File: src/rtl/delay_arbiter.sv
// Four-client round-robin front end for a shared microsecond delay engine.
// The owner keeps the engine until its latched delay expires (done pulse) or it drops req (abort).
module delay_arbiter #(
    parameter int CLK_PER_US = 50,
    parameter int W          = 16
) (
    input  logic           CLK,
    input  logic           RST,
    input  logic [3:0]     req,
    input  logic [4*W-1:0] nus,
    output logic [3:0]     grant,
    output logic [3:0]     done,
    output logic [1:0]     cur_id,
    output logic           busy
);

    typedef enum logic [1:0] {
        IDLE = 2'd0,
        RUN  = 2'd1,
        DONE = 2'd2
    } state_t;

    localparam logic [15:0] PCNT_LAST = 16'(CLK_PER_US - 1);

    state_t         state, state_nx;
    logic [1:0]     ptr, ptr_nx;
    logic [15:0]    pcnt, pcnt_nx;
    logic [W-1:0]   ucnt, ucnt_nx;
    logic [W-1:0]   nlat, nlat_nx;
    logic [3:0]     grant_nx;
    logic [3:0]     done_nx;
    logic [1:0]     cur_id_nx;
    logic           busy_nx;
    logic [2:0]     pick;

    function automatic logic [3:0] onehot(input logic [1:0] idx);
        onehot = 4'b0001 << idx;
    endfunction

    // Returns {found, index} of the first set request at or after the pointer, wrapping mod 4.
    function automatic logic [2:0] rr_pick(input logic [3:0] r, input logic [1:0] p);
        logic       found;
        logic [1:0] sel;
        logic [1:0] idx;
        found = 1'b0;
        sel   = 2'd0;
        for (int i = 0; i < 4; i++) begin
            idx = p + 2'(i);
            if (!found && r[idx]) begin
                found = 1'b1;
                sel   = idx;
            end
        end
        rr_pick = {found, sel};
    endfunction

    assign pick = rr_pick(req, ptr);

    // Next-state, counter and registered-output computation.
    always_comb begin
        state_nx  = state;
        ptr_nx    = ptr;
        pcnt_nx   = pcnt;
        ucnt_nx   = ucnt;
        nlat_nx   = nlat;
        grant_nx  = grant;
        done_nx   = 4'b0000;
        cur_id_nx = cur_id;
        busy_nx   = busy;
        case (state)
            IDLE: begin
                if (pick[2]) begin
                    nlat_nx   = nus[pick[1:0]*W +: W];
                    cur_id_nx = pick[1:0];
                    pcnt_nx   = 16'd0;
                    ucnt_nx   = {W{1'b0}};
                    grant_nx  = onehot(pick[1:0]);
                    busy_nx   = 1'b1;
                    state_nx  = RUN;
                end else begin
                    grant_nx  = 4'b0000;
                    busy_nx   = 1'b0;
                end
            end
            RUN: begin
                // Expiry is checked before abort so a same-cycle drop still gets its done pulse.
                if (ucnt == nlat) begin
                    done_nx  = onehot(cur_id);
                    state_nx = DONE;
                end else if (!req[cur_id]) begin
                    grant_nx = 4'b0000;
                    busy_nx  = 1'b0;
                    ptr_nx   = cur_id + 2'd1;
                    state_nx = IDLE;
                end else if (pcnt == PCNT_LAST) begin
                    pcnt_nx  = 16'd0;
                    ucnt_nx  = ucnt + W'(1);
                end else begin
                    pcnt_nx  = pcnt + 16'd1;
                end
            end
            DONE: begin
                grant_nx = 4'b0000;
                busy_nx  = 1'b0;
                ptr_nx   = cur_id + 2'd1;
                state_nx = IDLE;
            end
            default: begin
                grant_nx = 4'b0000;
                busy_nx  = 1'b0;
                state_nx = IDLE;
            end
        endcase
    end

    // State and output registers with synchronous reset.
    always_ff @(posedge CLK) begin
        if (RST) begin
            state  <= IDLE;
            ptr    <= 2'd0;
            pcnt   <= 16'd0;
            ucnt   <= {W{1'b0}};
            nlat   <= {W{1'b0}};
            grant  <= 4'b0000;
            done   <= 4'b0000;
            cur_id <= 2'd0;
            busy   <= 1'b0;
        end else begin
            state  <= state_nx;
            ptr    <= ptr_nx;
            pcnt   <= pcnt_nx;
            ucnt   <= ucnt_nx;
            nlat   <= nlat_nx;
            grant  <= grant_nx;
            done   <= done_nx;
            cur_id <= cur_id_nx;
            busy   <= busy_nx;
        end
    end

endmodule
File: config.mk
export PLATFORM = sky130hd
export DESIGN_NAME = delay_arbiter
export DESIGN_NICKNAME = d
export VERILOG_FILES = /design/src/rtl/delay_arbiter.sv
export SDC_FILE = /design/constraint.sdc
export NUM_CORES = 1
export LEC_CHECK = 0
export CORE_MARGIN = 2
export CORE_UTILIZATION = 50
export CTS_CLUSTER_SIZE = 10
export DETAILED_ROUTE_END_ITERATION = 8
export PLACE_DENSITY_LB_ADDON = 0.08
export SLEW_MARGIN = 20
export SYNTH_ARGS = -nofsm -noshare
export SYNTH_HDL_FRONTEND = slang
export SYNTH_SLANG_ARGS = --single-unit
export TNS_END_PERCENT = 5
File: constraint.sdc
create_clock -name CLK -period 2.4 [get_ports CLK]
set_input_delay 0.48 -clock CLK [delete_from_list [all_inputs] [get_ports CLK]]
set_output_delay 0.48 -clock CLK [all_outputs]
set_load 0.05 [all_outputs]
After elaboration in Yosys (flattened, before gate mapping)
Cells that the tools add are included.
{"block": "totals", "inputBits": 70, "out_inout_bits": 11, "wordCells": 93, "register_bits": 63}
{"block": "classes", "n_shift": 3, "reduce_logical": 16, "n_lt_le_gt_ge": 5, "addsub": 6, "n_eq_ne": 10, "bitwise_logic": 2, "n_mux": 42}
{"cell": "2-to-1 mux 16 bit", "n": 7}
{"cell": "case mux 16 bit (2 select lines)", "n": 2}
{"cell": "variable part select 64 x 7 -> 16 bit", "n": 1}
{"cell": "adder 16 x 1 -> 16 bit (second input constant)", "n": 2}
{"cell": "2-to-1 mux 2 bit", "n": 9}
{"cell": "equality test 16 bit", "n": 1}
{"cell": "equality test 16 x 6 -> 1 bit (second input constant)", "n": 1}
{"cell": "less-than comparator 2 x 3 -> 1 bit (second input constant)", "n": 5}
{"cell": "2-to-1 mux 1 bit", "n": 12}
{"cell": "2-to-1 mux 4 bit", "n": 3}
{"cell": "binary-select mux 1 bit (select 2 bit)", "n": 5}
{"cell": "inequality test 2 bit (second input constant)", "n": 5}
{"cell": "case mux 2 bit (2 select lines)", "n": 2}
{"cell": "case mux 4 bit (2 select lines)", "n": 1}
{"cell": "<< shifter 1 x 2 -> 4 bit (first input constant)", "n": 2}
{"cell": "AND reduction 2 bit", "n": 3}
{"cell": "AND reduction 5 bit", "n": 1}
{"cell": "adder 2 x 1 -> 2 bit (second input constant)", "n": 2}
{"cell": "adder 2 bit (second input constant)", "n": 2}
{"cell": "AND reduction 4 bit", "n": 1}
{"cell": "nonzero test 2 bit", "n": 2}
{"cell": "logical AND 1 bit", "n": 3}
{"cell": "logical NOT 1 bit", "n": 3}
{"cell": "inequality test 3 bit (second input constant)", "n": 1}
{"cell": "other kinds (7)", "n": 8}

Longest topological paths before layout
{"block": "depth", "ltp_word": 15, "depth_mapped": 9, "depth_no_buf": 7}

Worst setup path after synthesis
Ideal clock, no wire load.
{"block": "synth_path", "kind": "register to register", "startpoint": "register cur_id[0]", "endpoint": "register ucnt[12]", "setup_slack_ns": -0.027, "period_less_slack_ns": 2.427, "arrival_ns": 2.357, "stages_incl_launch_ff": 10, "path_buffers": 3, "setup_time_ns": 0.070, "cell_sequence": "dfxtp_1 -> buf_4 -> mux4_2 -> a22oi_4 -> nor3_4 -> a21oi_2 -> buf_6 -> buf_4 -> o21ai_0 -> a21oi_1"}
{"block": "synth_between", "elab_chain_cells": 4}
{"item": "start, declared", "line_no": "13", "source": "output logic [1:0] cur_id,"}
{"item": "start signal, assigned", "line_no": "136", "source": "cur_id <= cur_id_nx;"}
{"item": "binary-select mux 1 bit (select 2 bit)", "line_no": "90", "source": "end else if (!req[cur_id]) begin"}
{"item": "2-to-1 mux 1 bit (not written as such)", "line_no": "90"}
{"item": "inequality test 2 bit (no source line)"}
{"item": "AND reduction 5 bit (no source line)"}
{"item": "end signal, assigned", "line_no": "122", "source": "ucnt <= {W{1'b0}};"}
{"item": "end signal, assigned", "line_no": "132", "source": "ucnt <= ucnt_nx;"}
{"item": "end, declared", "line_no": "28", "source": "logic [W-1:0] ucnt, ucnt_nx;"}
No other way between the ends. The select of a mux whose other input is x is not followed.
A chain may end at the register's enable or synchronous reset.

Final worst setup path
{"block": "layout_path", "startpoint": "input req[1]", "endpoint": "register ucnt[13]"}
{"block": "layout_between", "elab_chain_cells": 14, "word_cells_on_any_way": 23, "cone_classes": "eq/ne (2); mux (14); reduce/logical (7)"}
{"item": "start, declared", "line_no": "9", "source": "input logic [3:0] req,"}
{"item": "binary-select mux 1 bit (select 2 bit)", "line_no": "49", "source": "if (!found && r[idx]) begin"}
{"item": "2-to-1 mux 1 bit (not written as such)", "line_no": "49"}
{"item": "2-to-1 mux 1 bit", "line_no": "49"}
{"item": "logical NOT 1 bit", "line_no": "49"}
{"item": "logical AND 1 bit", "line_no": "49"}
{"item": "2-to-1 mux 1 bit", "line_no": "49"}
{"item": "logical NOT 1 bit", "line_no": "49"}
{"item": "logical AND 1 bit", "line_no": "49"}
{"item": "2-to-1 mux 1 bit", "line_no": "49"}
{"item": "logical NOT 1 bit", "line_no": "49"}
{"item": "logical AND 1 bit", "line_no": "49"}
{"item": "2-to-1 mux 1 bit", "line_no": "49"}
{"item": "inequality test 2 bit (no source line)"}
{"item": "AND reduction 5 bit (no source line) *"}
Every way passes the cells marked *; elsewhere a longest branch is shown, timed or not. The select of a mux whose other input is x is not followed.

==> metrics <==
CTS tree built; global routing usage on met3 0.04331; PortBufs 80; sequential area share after synthesis 0.3751; # H-tree levels 3; fmax 436.0 MHz; CTS buffer count 9; die width 86 um; DPL Wire Length 6372 um; first-pass GRT wire length 14,410 um; Post-synth ARST share 0; Sum Neg Setup Slack 0 ns; routed len/inst 15.19 um; share of layout cells above drive strength 1 0.1065; met1 Use GR 0.3391; Startpoint Class input port; Hold Path Depth 2; hold crit path type flip-flop to flip-flop; Pre-antenna DRT Iters 5; Yosys cell types 45; Synth Flop Type dfxtp_1; hold violation total from the final report 0; total number of vias 3,108; CTS Buffer Depth 2; number of remaining DRC errors 0; Synth Warn # 0; drt via density 5.590; combinational power share 0.278; Tmin final 2.294 ns; number of global-route vias before repair 3,170; Slew headroom 0.6309; DRT Wirelength 8444 um; worst r2r path cells 6; # diodes 0; sequential share of power 0.430; CTS Sinks 63; GRT busiest layer met2; CP Class input port to flip-flop; M2 GR Usage 0.3721; Static Leak 1.856 nW; Critical Path AT 2.56 ns; row count 29; Cells after Synth 380; RSZ-0062 raised after global routing no; register bit total from synthesis 63; DRT iter0 DRCs 144; Clock Skew 0.01146 ns; P_sw 0.0008755 W; critical path endpoint category flip-flop; die area 0.007396 sq mm; fin crit share 0.9557; Int Pwr 0.001920 W; max-cap violation count 0; Layout area overhead 36.51%; Post-CTS Hold Fix Bufs 0; CP required 2.67 ns; Final Wtd Congestion 0.8320; sw frac 0.3132; clock latency on the worst-skew pair 0.34 ns; largest net degree at the start of global routing 33; core footprint 0.006422 sq mm; status completed; Starting Density 0.5235; Max IR drop VDD 0.3500 mV; Global Route Usage Sum 0.2418; final setup violation count 0; synthesized area 0.003362 sq mm; Mapped Nets 453; Post-synth EDFFs 0; Final ANT Viol Nets 0; Max Fanout on Critical Path 31; postcts setup bufs 0; total grt overflow 0; die height 86 um; Root Buffer Master clkbuf_8; Nets 547; worst-margin pin slew 0.5518 ns; worst reg2reg setup slack 0.21 ns; I/O pins 81; Avg Inst Size Synth 8.847 sq um; initial antenna violation count 0; clock share of power 0.292; Max Slew Vio Count 0; clk slew on worst S/H paths 0.07 ns; Power Density 609.2 mW/mm^2; Pwr Total 0.002796 W
## power by group through the flow
stage | Clock [W] | Sequential (W) | Combinational (W)
2_1_floorplan | 0 | 0.00124 | 0.000433
3_3_place_gp | 0 | 0.00122 | 0.000758
3_5_place_dp | 0 | 0.00122 | 0.000773
4_1_cts | 0.000837 | 0.00120 | 0.000776
5_1_grt | 0.000877 | 0.00121 | 0.000848
6_report | 0.000818 | 0.00120 | 0.000776
## worst paths after layout
path         endpoint  startpoint
max          ucnt[13]      req[1]
min           nlat[9]     nlat[9]
max reg2reg   pcnt[8]     ucnt[8]
min reg2reg   nlat[9]     nlat[9]
## sequential cells by signal, indices dropped and copies added, names as in the netlist
| name | count |
|---|---|
| ptr | 2 |
| ucnt | 16 |
| done | 4 |
| grant | 4 |
| cur_id | 2 |
| pcnt | 16 |
| busy | 1 |
| nlat | 16 |
| state | 2 |
## cell usage after synthesis, types with 5 or more instances
master,count,area share
dfxtp_1,63,0.38
mux2i_1,33,0.098
nor2_1,31,0.035
a21oi_1,30,0.045
o21ai_0,28,0.042
nand2_1,19,0.021
a2bb2oi_1,16,0.042
xor2_1,16,0.042
or3_1,13,0.024
xnor2_1,12,0.031
nand3_1,11,0.016
clkbuf_1,10,0.011
a211oi_1,9,0.020
and3_1,8,0.015
nor4_1,8,0.015
o31ai_1,7,0.016
inv_1,6,0.0067
or4_1,6,0.013
and4_1,5,0.013
nand4_1,5,0.0093
## per-layer routing
layer  up-vias  wire (um)
met1      1419       4143
li1       1591          -
met2        87       3781
met4         0        107
met5         -          0
met3        11        411
## metrics by stage
stage,hold WS [ns],setup slack (ns),utilization,cell area [sq um],instances
global placement,0.4656,-0.2084,0.6840,4393,540
CTS,0.5009,0.04070,0.7113,4568,556
floorplan,0.4611,0.06189,-,3363,380
finish,0.4905,0.1064,0.7146,4589,556
global route,0.5109,0.01254,0.7146,4589,556
detailed placement,0.4782,-0.3042,0.6840,4393,540
## area by class of cell
cell class,count,area (sq um)
Multi-Input combinational cell,290,2009
Fill cell,520,1833
Sequential cell,63,1262
Timing Repair Buffer,104,1023
Inverter,6,22.52
Clock inverter,5,33.78
Tap cell,77,96.34
Clock buffer,11,141.4
## worst max-delay path, cell delays in order
cell and delay [ns]:
clkdlybuf4s50_1 0.55, mux4_2 0.31, a22oi_4 0.08, nor3_4 0.18, a21oi_2 0.10, buf_12 0.17
or4_1 0.50, a21oi_1 0.17
## layout by cell type, fill, tap and decap left out, drive strengths merged, types with 3 or more instances in the layout
cell type	synthesis	layout
clkdlybuf4s50	0	78
dfxtp	63	63
mux2i	33	33
nor2	31	31
a21oi	31	31
o21ai	28	28
buf	11	24
nand2	19	19
xor2	16	16
a2bb2oi	16	16
or3	13	13
xnor2	12	12
nand3	11	11
clkbuf	10	11
a211oi	9	9
and3	8	8
nor4	8	8
o31ai	7	7
inv	6	6
or4	6	6
and4	5	5
nand4	5	5
nor2b	4	4
nand2b	4	4
ha	3	3
clkinv	0	3
## kinds of logic after synthesis
family,count (synthesis),share of synthesized area
and+or+nand+nor,122,0.1980
AOI/OAI and AO/OA,102,0.1984
DFF,63,0.3751
muxes,35,0.1083
xor gates and xnor gates,28,0.07294
buffers and inverters,27,0.03610
adders and majority gates,3,0.01117
## repair_timing
action | CTS | global route
gates resized for setup | 0 | 5
setup endpoints to repair | 0 | 35
hold endpoints to repair | 0 | 0
Note: power is estimated with default switching activity, not from simulation.
